### src/rtl/cdb_arbiter_if.sv
`default_nettype none
// ============================================================================
// Module     : cdb_arbiter_if
// Description: Functional-unit request bus and registered CDB broadcast bus
//              shared between the units and cdb_arbiter.
// Revision   : 1.0 - initial release
// ============================================================================
interface cdb_arbiter_if #(
    parameter int NUM_REQ    = 4,
    parameter int TAG_WIDTH  = 4,
    parameter int DATA_WIDTH = 32
);
    localparam int SRC_WIDTH = $clog2(NUM_REQ);

    logic                            flush;
    logic [NUM_REQ-1:0]              req_valid;
    logic [NUM_REQ-1:0]              req_ready;
    logic [NUM_REQ*TAG_WIDTH-1:0]    req_tag;
    logic [NUM_REQ*DATA_WIDTH-1:0]   req_data;
    logic                            cdb_valid;
    logic [TAG_WIDTH-1:0]            cdb_tag;
    logic [DATA_WIDTH-1:0]           cdb_data;
    logic [SRC_WIDTH-1:0]            cdb_src;

    modport master (
        output flush, req_valid, req_tag, req_data,
        input  req_ready, cdb_valid, cdb_tag, cdb_data, cdb_src
    );

    modport slave (
        input  flush, req_valid, req_tag, req_data,
        output req_ready, cdb_valid, cdb_tag, cdb_data, cdb_src
    );
endinterface
`default_nettype wire

### src/rtl/cdb_arbiter.sv
`default_nettype none
// ============================================================================
// Module     : cdb_arbiter
// Description: Round-robin arbiter sharing one registered common data bus
//              among NUM_REQ single-slot functional-unit result buffers.
//              Optional macro CDB_ARB_STATS_EN adds grant/stall counters.
// Revision   : 1.0 - initial release
// ============================================================================
module cdb_arbiter #(
    parameter int NUM_REQ    = 4,
    parameter int TAG_WIDTH  = 4,
    parameter int DATA_WIDTH = 32
) (
    input  wire logic             clk,
    input  wire logic             rst,
    cdb_arbiter_if.slave          bus
`ifdef CDB_ARB_STATS_EN
    ,
    output logic [NUM_REQ*16-1:0] stat_grants,
    output logic [15:0]           stat_stall
`endif
);
    localparam int                 SRC_W     = $clog2(NUM_REQ);
    localparam int                 c_IDX_W   = SRC_W + 1;
    localparam logic [c_IDX_W-1:0] c_NUM_REQ = c_IDX_W'(NUM_REQ);
    localparam logic [SRC_W-1:0]   c_LAST    = SRC_W'(NUM_REQ - 1);

    logic [NUM_REQ-1:0]     r_slot_v;
    logic [TAG_WIDTH-1:0]   r_slot_tag  [NUM_REQ];
    logic [DATA_WIDTH-1:0]  r_slot_data [NUM_REQ];
    logic [SRC_W-1:0]       r_rr_ptr;

    logic                   r_cdb_valid;
    logic [TAG_WIDTH-1:0]   r_cdb_tag;
    logic [DATA_WIDTH-1:0]  r_cdb_data;
    logic [SRC_W-1:0]       r_cdb_src;

    logic [NUM_REQ-1:0]     w_grant;
    logic [NUM_REQ-1:0]     w_ready;
    logic [NUM_REQ-1:0]     w_accept;
    logic                   w_found;
    logic [SRC_W-1:0]       w_win;
    logic [c_IDX_W-1:0]     w_idx;

    // Rotating priority search beginning at r_rr_ptr; first valid slot wins.
    always_comb begin
        w_grant = '0;
        w_found = 1'b0;
        w_win   = '0;
        w_idx   = '0;
        for (int k = 0; k < NUM_REQ; k++) begin
            w_idx = {1'b0, r_rr_ptr} + c_IDX_W'(k);
            if (w_idx >= c_NUM_REQ) begin
                w_idx = w_idx - c_NUM_REQ;
            end
            if (!w_found && r_slot_v[w_idx[SRC_W-1:0]]) begin
                w_found = 1'b1;
                w_win   = w_idx[SRC_W-1:0];
            end
        end
        if (w_found) begin
            w_grant[w_win] = 1'b1;
        end
    end

    // A slot being drained this cycle can take a new result at the same edge.
    assign w_ready       = {NUM_REQ{~bus.flush}} & (~r_slot_v | w_grant);
    assign w_accept      = bus.req_valid & w_ready;
    assign bus.req_ready = w_ready;

    always_ff @(posedge clk) begin
        if (rst) begin
            r_slot_v    <= '0;
            r_rr_ptr    <= '0;
            r_cdb_valid <= 1'b0;
            r_cdb_tag   <= '0;
            r_cdb_data  <= '0;
            r_cdb_src   <= '0;
        end else if (bus.flush) begin
            r_slot_v    <= '0;
            r_cdb_valid <= 1'b0;
        end else begin
            for (int i = 0; i < NUM_REQ; i++) begin
                if (w_accept[i]) begin
                    r_slot_v[i] <= 1'b1;
                end else if (w_grant[i]) begin
                    r_slot_v[i] <= 1'b0;
                end
            end
            if (w_found) begin
                r_cdb_valid <= 1'b1;
                r_cdb_tag   <= r_slot_tag[w_win];
                r_cdb_data  <= r_slot_data[w_win];
                r_cdb_src   <= w_win;
                r_rr_ptr    <= (w_win == c_LAST) ? '0 : w_win + SRC_W'(1);
            end else begin
                r_cdb_valid <= 1'b0;
            end
        end
    end

    // Payload is only meaningful while its valid bit is set, so no reset.
    always_ff @(posedge clk) begin
        for (int i = 0; i < NUM_REQ; i++) begin
            if (w_accept[i]) begin
                r_slot_tag[i]  <= bus.req_tag[i*TAG_WIDTH +: TAG_WIDTH];
                r_slot_data[i] <= bus.req_data[i*DATA_WIDTH +: DATA_WIDTH];
            end
        end
    end

    assign bus.cdb_valid = r_cdb_valid;
    assign bus.cdb_tag   = r_cdb_tag;
    assign bus.cdb_data  = r_cdb_data;
    assign bus.cdb_src   = r_cdb_src;

`ifdef CDB_ARB_STATS_EN
    logic [15:0]        r_stat_grants [NUM_REQ];
    logic [15:0]        r_stat_stall;
    logic [NUM_REQ-1:0] w_bcast;

    // A grant in a flush cycle never reaches the bus, so it is not counted.
    assign w_bcast = bus.flush ? '0 : w_grant;

    always_ff @(posedge clk) begin
        if (rst) begin
            for (int i = 0; i < NUM_REQ; i++) begin
                r_stat_grants[i] <= '0;
            end
            r_stat_stall <= '0;
        end else begin
            for (int i = 0; i < NUM_REQ; i++) begin
                if (w_bcast[i] && (r_stat_grants[i] != 16'hFFFF)) begin
                    r_stat_grants[i] <= r_stat_grants[i] + 16'd1;
                end
            end
            if (((r_slot_v & ~w_bcast) != '0) && (r_stat_stall != 16'hFFFF)) begin
                r_stat_stall <= r_stat_stall + 16'd1;
            end
        end
    end

    generate
        for (genvar g = 0; g < NUM_REQ; g++) begin : g_stat_out
            assign stat_grants[g*16 +: 16] = r_stat_grants[g];
        end
    endgenerate

    assign stat_stall = r_stat_stall;
`endif

endmodule
`default_nettype wire
### src/flat_wrapper.sv
// flat-port wrapper written by rule: the top's interface ports become plain ports
module cdb_arbiter_flat 
#(
    parameter int NUM_REQ    = 4,
    parameter int TAG_WIDTH  = 4,
    parameter int DATA_WIDTH = 32
)
  (clk, rst, bus_flush, bus_req_valid, bus_req_tag, bus_req_data, bus_req_ready, bus_cdb_valid, bus_cdb_tag, bus_cdb_data, bus_cdb_src);
  cdb_arbiter_if #(.NUM_REQ(NUM_REQ), .TAG_WIDTH(TAG_WIDTH), .DATA_WIDTH(DATA_WIDTH)) bus_i ();
  input  wire logic clk;
  input  wire logic rst;
  input wire logic [$bits(bus_i.flush)-1:0] bus_flush;
  input wire logic [$bits(bus_i.req_valid)-1:0] bus_req_valid;
  input wire logic [$bits(bus_i.req_tag)-1:0] bus_req_tag;
  input wire logic [$bits(bus_i.req_data)-1:0] bus_req_data;
  output wire logic [$bits(bus_i.req_ready)-1:0] bus_req_ready;
  output wire logic [$bits(bus_i.cdb_valid)-1:0] bus_cdb_valid;
  output wire logic [$bits(bus_i.cdb_tag)-1:0] bus_cdb_tag;
  output wire logic [$bits(bus_i.cdb_data)-1:0] bus_cdb_data;
  output wire logic [$bits(bus_i.cdb_src)-1:0] bus_cdb_src;
  assign bus_i.flush = bus_flush;
  assign bus_i.req_valid = bus_req_valid;
  assign bus_i.req_tag = bus_req_tag;
  assign bus_i.req_data = bus_req_data;
  assign bus_req_ready = bus_i.req_ready;
  assign bus_cdb_valid = bus_i.cdb_valid;
  assign bus_cdb_tag = bus_i.cdb_tag;
  assign bus_cdb_data = bus_i.cdb_data;
  assign bus_cdb_src = bus_i.cdb_src;
  cdb_arbiter #(.NUM_REQ(NUM_REQ), .TAG_WIDTH(TAG_WIDTH), .DATA_WIDTH(DATA_WIDTH)) u_core (.clk(clk), .rst(rst), .bus(bus_i));
endmodule
### config.mk
export PLATFORM = sky130hd
export DESIGN_NAME = cdb_arbiter_flat
export DESIGN_NICKNAME = d
export VERILOG_FILES = /design/src/rtl/cdb_arbiter_if.sv /design/src/rtl/cdb_arbiter.sv /design/src/flat_wrapper.sv
export SDC_FILE = /design/constraint.sdc
export NUM_CORES = 1
export LEC_CHECK = 0
export ABC_AREA = 1
export BUFFER_PORTS_ARGS = -buffer_cell sky130_fd_sc_hd__buf_2
export CORE_UTILIZATION = 35
export DETAILED_ROUTE_END_ITERATION = 10
export PLACE_DENSITY_LB_ADDON = 0.05
export SLEW_MARGIN = 20
export SYNTH_ARGS = -nofsm -noshare
export SYNTH_HDL_FRONTEND = slang
export SYNTH_SLANG_ARGS = --single-unit
### constraint.sdc
create_clock -name clk -period 15.3 [get_ports clk]
set_input_delay 3.06 -clock clk [delete_from_list [all_inputs] [get_ports clk]]
set_output_delay 3.06 -clock clk [all_outputs]
set_load 0.005 [all_outputs]
==> results.ini, run 1 <==
[global_route]
antenna_found_initial=2
track_usage=0.1800
grt_pass1_wl_microns=29990
grt_max_degree=81
grt_pass1_vias=5427
grt-ovfl-total=0

[setup_path]
end_kind=output pin
arrival_ns=3.45
required_ns=12.24
critPathKind=in2out
critPathLaunchType=primary input
crit_fanout=9

[finish]
utilization=0.4373
nets=1101
antenna_cells=0
fillers=2142
layout_common_cells=nand2_1 (330), buf_2 (193), edfxtp_1 (144), nand3_1 (75), inv_1 (46)
register_area_sq_um=5225
final_common_cell=nand2_1
area_growth_pct=22.78
layout-drive-gt1-share=0.2848
multiInputGateArea_sq_um=2143

[place]
port_buffers=193
place_congestion=0.7506
hpwl_microns=12250

[power_and_ir_drop]
leakage_nw=4.412
power.density_nw_per_um2=185.9
ir_drop_mv=0.1314
total_power_mw=1.769

[routing]
wl_per_cell_microns=15.80
wl_microns=19620
ant_nets=0
drtIter0Drc=203
drc_errors=0
firstDrtPassIters=7
vias=5501
viasPerCell=4.429

[synth]
synth-simple-area-share=0.2629
syn_nets=916
muxShareOfSynthArea=0
yosys_warnings=0
syn-cell-area_sq_um=7749
synth_xor_area_frac=0
synth.yosys.seq_area_share=0.6743
synthesis.instances=764
synth.ff_latch_count=189
ys_types=28
syn_area_per_cell_sq_um=10.14
yosys.area_share.adder=0.001615
synth-compound-area-share=0.008235
synth_top_family_by_area=simple AND/OR/NAND/NOR gates

[floorplanning]
die_y_microns=150.8
core_area_sq_um=21760
std_cell_rows=54
initial_core_util=0.3562
die_w_microns=150.8
die-area_sq_um=22740
io-pin-count=194

[cts]
numClockSinks=189
clkSlewWorstSetupHoldPaths_ns=0.07
postCtsSetupBuffers=0
tritoncts=built
clock_latency_ns=0.43
ctsHoldBuffers=0
cts-root-buf=clkbuf_16
numCtsBuffers=17
htreeDepth=4
cts-resized-gates=0
clockBufferDepth=2

[timing]
clock_skew_ns=0.01245
rsz0062_at_grt=false
hold_viol_final=0
fin_crit_sh=0.4254
finalSetupViolations=0
slew_headroom=0.4459
post-route-min-period_ns=6.508
max_freq_ghz=0.1537
max_slew.worst_pin.slew_ns=0.8311
drv_slew=0
finalSetupTns_ns=0

[worst_hold_path]
hp-class=reg2reg

[status]
status=finished clean

[flow_run]
max_cap_violations=0

logic make-up (layout without fill, tap and decap cells):
kind of cell,after synthesis,in the layout
AO/OA/AOI/OAI,12,12
AND/OR/NAND/NOR,475,475
adder cells (fa/ha/maj),1,1
flip-flops,189,189
buffers and inverters,87,285
cell type report:
type | count | share of cell area
sequential | 189 | 0.5492
multi-input combinational | 488 | 0.2253
timing repair buffer | 201 | 0.1078
clock buffer | 18 | 0.04511
tap | 280 | 0.03682
inverter | 52 | 0.02052
clock inverter | 14 | 0.01526
state kept, by name, summed over array words and instances, names as in the netlist:
| name | count |
|---|---|
| u_core.r_slot_data | 128 |
| u_core.r_slot_v | 4 |
| u_core.bus.cdb_valid | 1 |
| u_core.r_rr_ptr | 2 |
| u_core.bus.cdb_tag | 4 |
| u_core.r_slot_tag | 16 |
| u_core.bus.cdb_src | 2 |
| u_core.bus.cdb_data | 32 |
worst max-delay path, cell delays in order:
cell and delay, ns:
buf_2 0.16, nor2_1 0.11, buf_2 0.12
layer usage:
layer	share of wire	GRT usage	vias up
met3	0.051	0.04217	28
li1	-	-	2844
met5	0.0014	0	-
met2	0.46	0.2950	144
met1	0.47	0.2317	2481
met4	0.017	0.06500	4
Yosys cell counts (all sizes together):
cell type / number / area [sq um]
nand3: 77 / 395.4
nor3: 1 / 5.000
buf: 27 / 185.2
o21ai: 3 / 15.01
a21oi: 9 / 48.80
nor2: 22 / 108.9
ha: 1 / 12.51
edfxtp: 144 / 4324
inv: 52 / 195.2
nand2: 334 / 1264
nand3b: 3 / 22.52
dfxtp: 45 / 900.9
clkbuf: 8 / 30.03
nand4: 1 / 6.260
nor3b: 3 / 22.52
or2: 34 / 212.7
per-stage QoR:
step,cell area (sq um),worst slack [ns],hold slack (ns),cells
finish,9514,8.792,0.4665,1242
CTS,9514,8.786,0.4694,1242
global route,9514,8.371,0.4788,1242
floorplan,7749,8.861,0.4547,764
global placement,8940,8.792,0.4574,1210
detailed placement,8940,8.792,0.4584,1210
where the power goes:
part           total [mW]  switching (mW)  internal [mW]
sequential          0.629          0.0215          0.608
clock               0.432           0.214          0.218
combinational       0.707           0.493          0.214
total                1.77           0.729           1.04
worst paths after layout:
kind,slack [ns],start,depth (start not counted),end
setup reg to reg,11.56,u_core.r_rr_ptr[0]$_SDFFE_PP0P_,13,u_core.r_slot_data[1][26]$_DFFE_PP_
setup / recovery,8.79,bus_flush,3,bus_req_ready[2]
hold / removal,0.47,u_core.bus.cdb_src[1]$_SDFFE_PP0P_,2,u_core.bus.cdb_src[1]$_SDFFE_PP0P_
hold reg to reg,0.47,u_core.bus.cdb_src[1]$_SDFFE_PP0P_,2,u_core.bus.cdb_src[1]$_SDFFE_PP0P_
Note: power is estimated with default switching activity, not from simulation.
==> inputs of run 2 (changes only) <==
==> constraint.sdc (replaced) <==
create_clock -name clk -period 6.2 [get_ports clk]
set_input_delay 1.24 -clock clk [delete_from_list [all_inputs] [get_ports clk]]
set_output_delay 1.24 -clock clk [all_outputs]
set_load 0.005 [all_outputs]
==> results.ini, run 2 (synthesis gave the netlist of run 1 again) <==
[power_and_ir_drop]
p_int_mw=2.680  ; +160%
swShare=0.3954  ; -0.01672
p_seq_frac=0.351  ; -0.005
pwr-share-comb=0.391  ; -0.009
power.density_nw_per_um2=463.5  ; +150%
ir_drop_mv=0.4513  ; +240%
leakage_nw=4.433  ; +0.47%
switchingPower_mw=1.753  ; +140%
clkPwrFrac=0.258  ; +0.014

[routing]
wl_microns=19630  ; about the same
drc_errors=0  ; unchanged
drtIter0Drc=332  ; +64%
viasPerCell=4.446  ; +0.37%
vias=5526  ; +0.45%
wl_per_cell_microns=15.79  ; about the same
ant_nets=0  ; unchanged
firstDrtPassIters=6  ; -1

[cts]
cts-resized-gates=0  ; unchanged
clkSlewWorstSetupHoldPaths_ns=0.07  ; about the same
postCtsSetupBuffers=0  ; unchanged
tritoncts=built
cts-root-buf=clkbuf_16
clock_latency_ns=0.43  ; about the same
numClockSinks=189  ; unchanged
htreeDepth=4  ; unchanged
ctsHoldBuffers=0  ; unchanged
numCtsBuffers=17  ; unchanged
clockBufferDepth=2  ; unchanged

[place]
hpwl_microns=12520  ; +2.3%
port_buffers=193  ; unchanged
dp_cells=1211  ; +0.083%
place_congestion=0.7792  ; +3.8%
post-place-ws_ns=2.023  ; -6.769 ns

[timing]
max_freq_ghz=0.2315
hold_viol_final=0  ; unchanged
clock_skew_ns=0.01384  ; +0.001398 ns
rsz0062_at_grt=false
max_slew.worst_pin.slew_ns=0.7983  ; -0.03284 ns
finalSetupTns_ns=0  ; unchanged
drv_slew=0  ; unchanged
fin_crit_sh=0.6968
worst_slack_ns=1.880  ; -6.912 ns
slew_headroom=0.4678  ; +0.02189
post-route-min-period_ns=4.320
whs_ns=0.4688  ; +0.002308 ns
finalSetupViolations=0  ; unchanged

[finish]
layout-drive-gt1-share=0.2845  ; -0.0002958
area_growth_pct=23.41
regMostFlops=u_core.r_slot_data
antenna_cells=0  ; unchanged
fillers=2107  ; -1.6%
largest_reg_flops=128  ; unchanged
multiInputGateArea_sq_um=2143  ; unchanged
nets=1102  ; +0.091%
final_common_cell=nand2_1
register_area_sq_um=5225  ; unchanged
layout_common_cells=nand2_1 (330), buf_2 (193), edfxtp_1 (144), nand3_1 (75), inv_1 (46)
stdcell_count=1243  ; +0.081%

[status]
status=finished clean

[floorplanning]
io-pin-count=194  ; unchanged
std_cell_rows=54  ; unchanged
die_w_microns=150.8  ; unchanged
core_area_sq_um=21760  ; unchanged
die-area_sq_um=22740  ; unchanged
initial_core_util=0.3562  ; unchanged
die_y_microns=150.8  ; unchanged

[setup_path]
cp-endpoint=bus_req_ready[0]
cp_slowest_cell=buf_6
timing.critical_path.from=u_core.r_rr_ptr[0]$_SDFFE_PP0P_
critPathLaunchType=flip-flop
path_cells=inv_2, nand2_1, nand2_1, nand2_1, nand2_1, a21oi_1, nand2_1, nand2_4, buf_6, nand3_1, nand2_1, inv_1, nor2_1, buf_2
critPathKind=reg2out
crit_top_cell=nand2_1
ff2ff_setup_slack_ns=2.42  ; -9.14 ns
crit_fanout=110  ; +101
arrival_ns=3.08  ; -0.37 ns
reg2reg_depth=13  ; unchanged
r2r-end=u_core.r_slot_data[1][30]$_DFFE_PP_
required_ns=4.96  ; -7.28 ns
reg2reg_from=u_core.r_rr_ptr[0]$_SDFFE_PP0P_
max_stage_delay_ns=0.60  ; +0.44 ns
end_kind=output pin

[worst_hold_path]
hp-class=reg2reg
hold_depth=2  ; unchanged

[flow_run]
max_cap_violations=0  ; unchanged

[global_route]
antenna_found_initial=2  ; unchanged
grt-ovfl-total=0  ; unchanged
track_usage=0.1782  ; -0.001812
grt_pass1_wl_microns=29610  ; -1.2%
grt_max_degree=111  ; +37%
grt_pass1_vias=5214  ; -3.9%

==> run 2: cell types whose count changed in the layout (fill, tap and decap cells not counted) <==
cell / previous run / this run
clkinv_4: 2 / 1
clkinvlp_4: 2 / 3
clkinv_1: 1 / 2
clkinv_8: 2 / 0
inv_8: 4 / 2
buf_6: 0 / 1
bufinv_16: 0 / 3
==> run 2: per-stage QoR <==
stage / power [mW] / util / instance area [sq um]
global placement: 3.349 / 0.4113 / 8947
detailed placement: 3.372 / 0.4113 / 8947
floorplan: 2.975 / - / 7749
finish: 4.433 / 0.4396 / 9563
global route: 4.817 / 0.4396 / 9563
CTS: 4.532 / 0.4394 / 9559
==> run 2: metal layers <==
| metal | wire length (microns) | global-route usage | up-vias | part of all wire |
|---|---|---|---|---|
| met3 | 1200 | 0.04639 | 10 | 0.061 |
| met4 | 100 | 0.03900 | 4 | 0.0051 |
| met1 | 9121 | 0.2391 | 2503 | 0.46 |
| met5 | 25 | 0 | - | 0.0013 |
| met2 | 9180 | 0.2885 | 161 | 0.47 |
| li1 | - | - | 2848 | - |
==> run 2: layout make-up <==
cell class / instances / share of cell area
flip-flops and latches: 189 / 0.5464
multi-input cells: 488 / 0.2241
repair buffers: 202 / 0.1085
clock buffers: 18 / 0.04488
well taps: 280 / 0.03663
inverters: 52 / 0.02041
clock inverters: 14 / 0.01910
==> run 2: power groups by stage <==
stage | Clock, mW | Combinational [mW] | Sequential [mW]
after floorplan | 0 | 1.40 | 1.58
after global placement | 0 | 1.76 | 1.59
after detailed placement | 0 | 1.79 | 1.59
after CTS | 1.18 | 1.79 | 1.56
after global routing | 1.23 | 2.01 | 1.57
final | 1.14 | 1.73 | 1.56
==> run 2: how the worst min path moves through the flow <==
| stage | startpoint | end |
|---|---|---|
| 2_1_floorplan | u_core.bus.cdb_src[1]$_SDFFE_PP0P_ | u_core.bus.cdb_src[1]$_SDFFE_PP0P_ |
| 4_1_cts | u_core.bus.cdb_src[1]$_SDFFE_PP0P_ | u_core.bus.cdb_src[1]$_SDFFE_PP0P_ |
| 5_1_grt | u_core.bus.cdb_src[1]$_SDFFE_PP0P_ | u_core.bus.cdb_src[1]$_SDFFE_PP0P_ |
| 3_5_place_dp | u_core.bus.cdb_src[1]$_SDFFE_PP0P_ | u_core.bus.cdb_src[1]$_SDFFE_PP0P_ |
| 6_report | u_core.bus.cdb_src[1]$_SDFFE_PP0P_ | u_core.bus.cdb_src[1]$_SDFFE_PP0P_ |
| 3_3_place_gp | u_core.bus.cdb_src[1]$_SDFFE_PP0P_ | u_core.bus.cdb_src[1]$_SDFFE_PP0P_ |
==> run 2: worst max-delay path, delay by kind of cell (launching register included) <==
| family | cells | cell delay, ns |
|---|---|---|
| DFF | 1 | 0.59 |
| and+or+nand+nor | 9 | 0.99 |
| buffers and inverters | 4 | 0.93 |
| AOI/OAI and AO/OA | 1 | 0.13 |
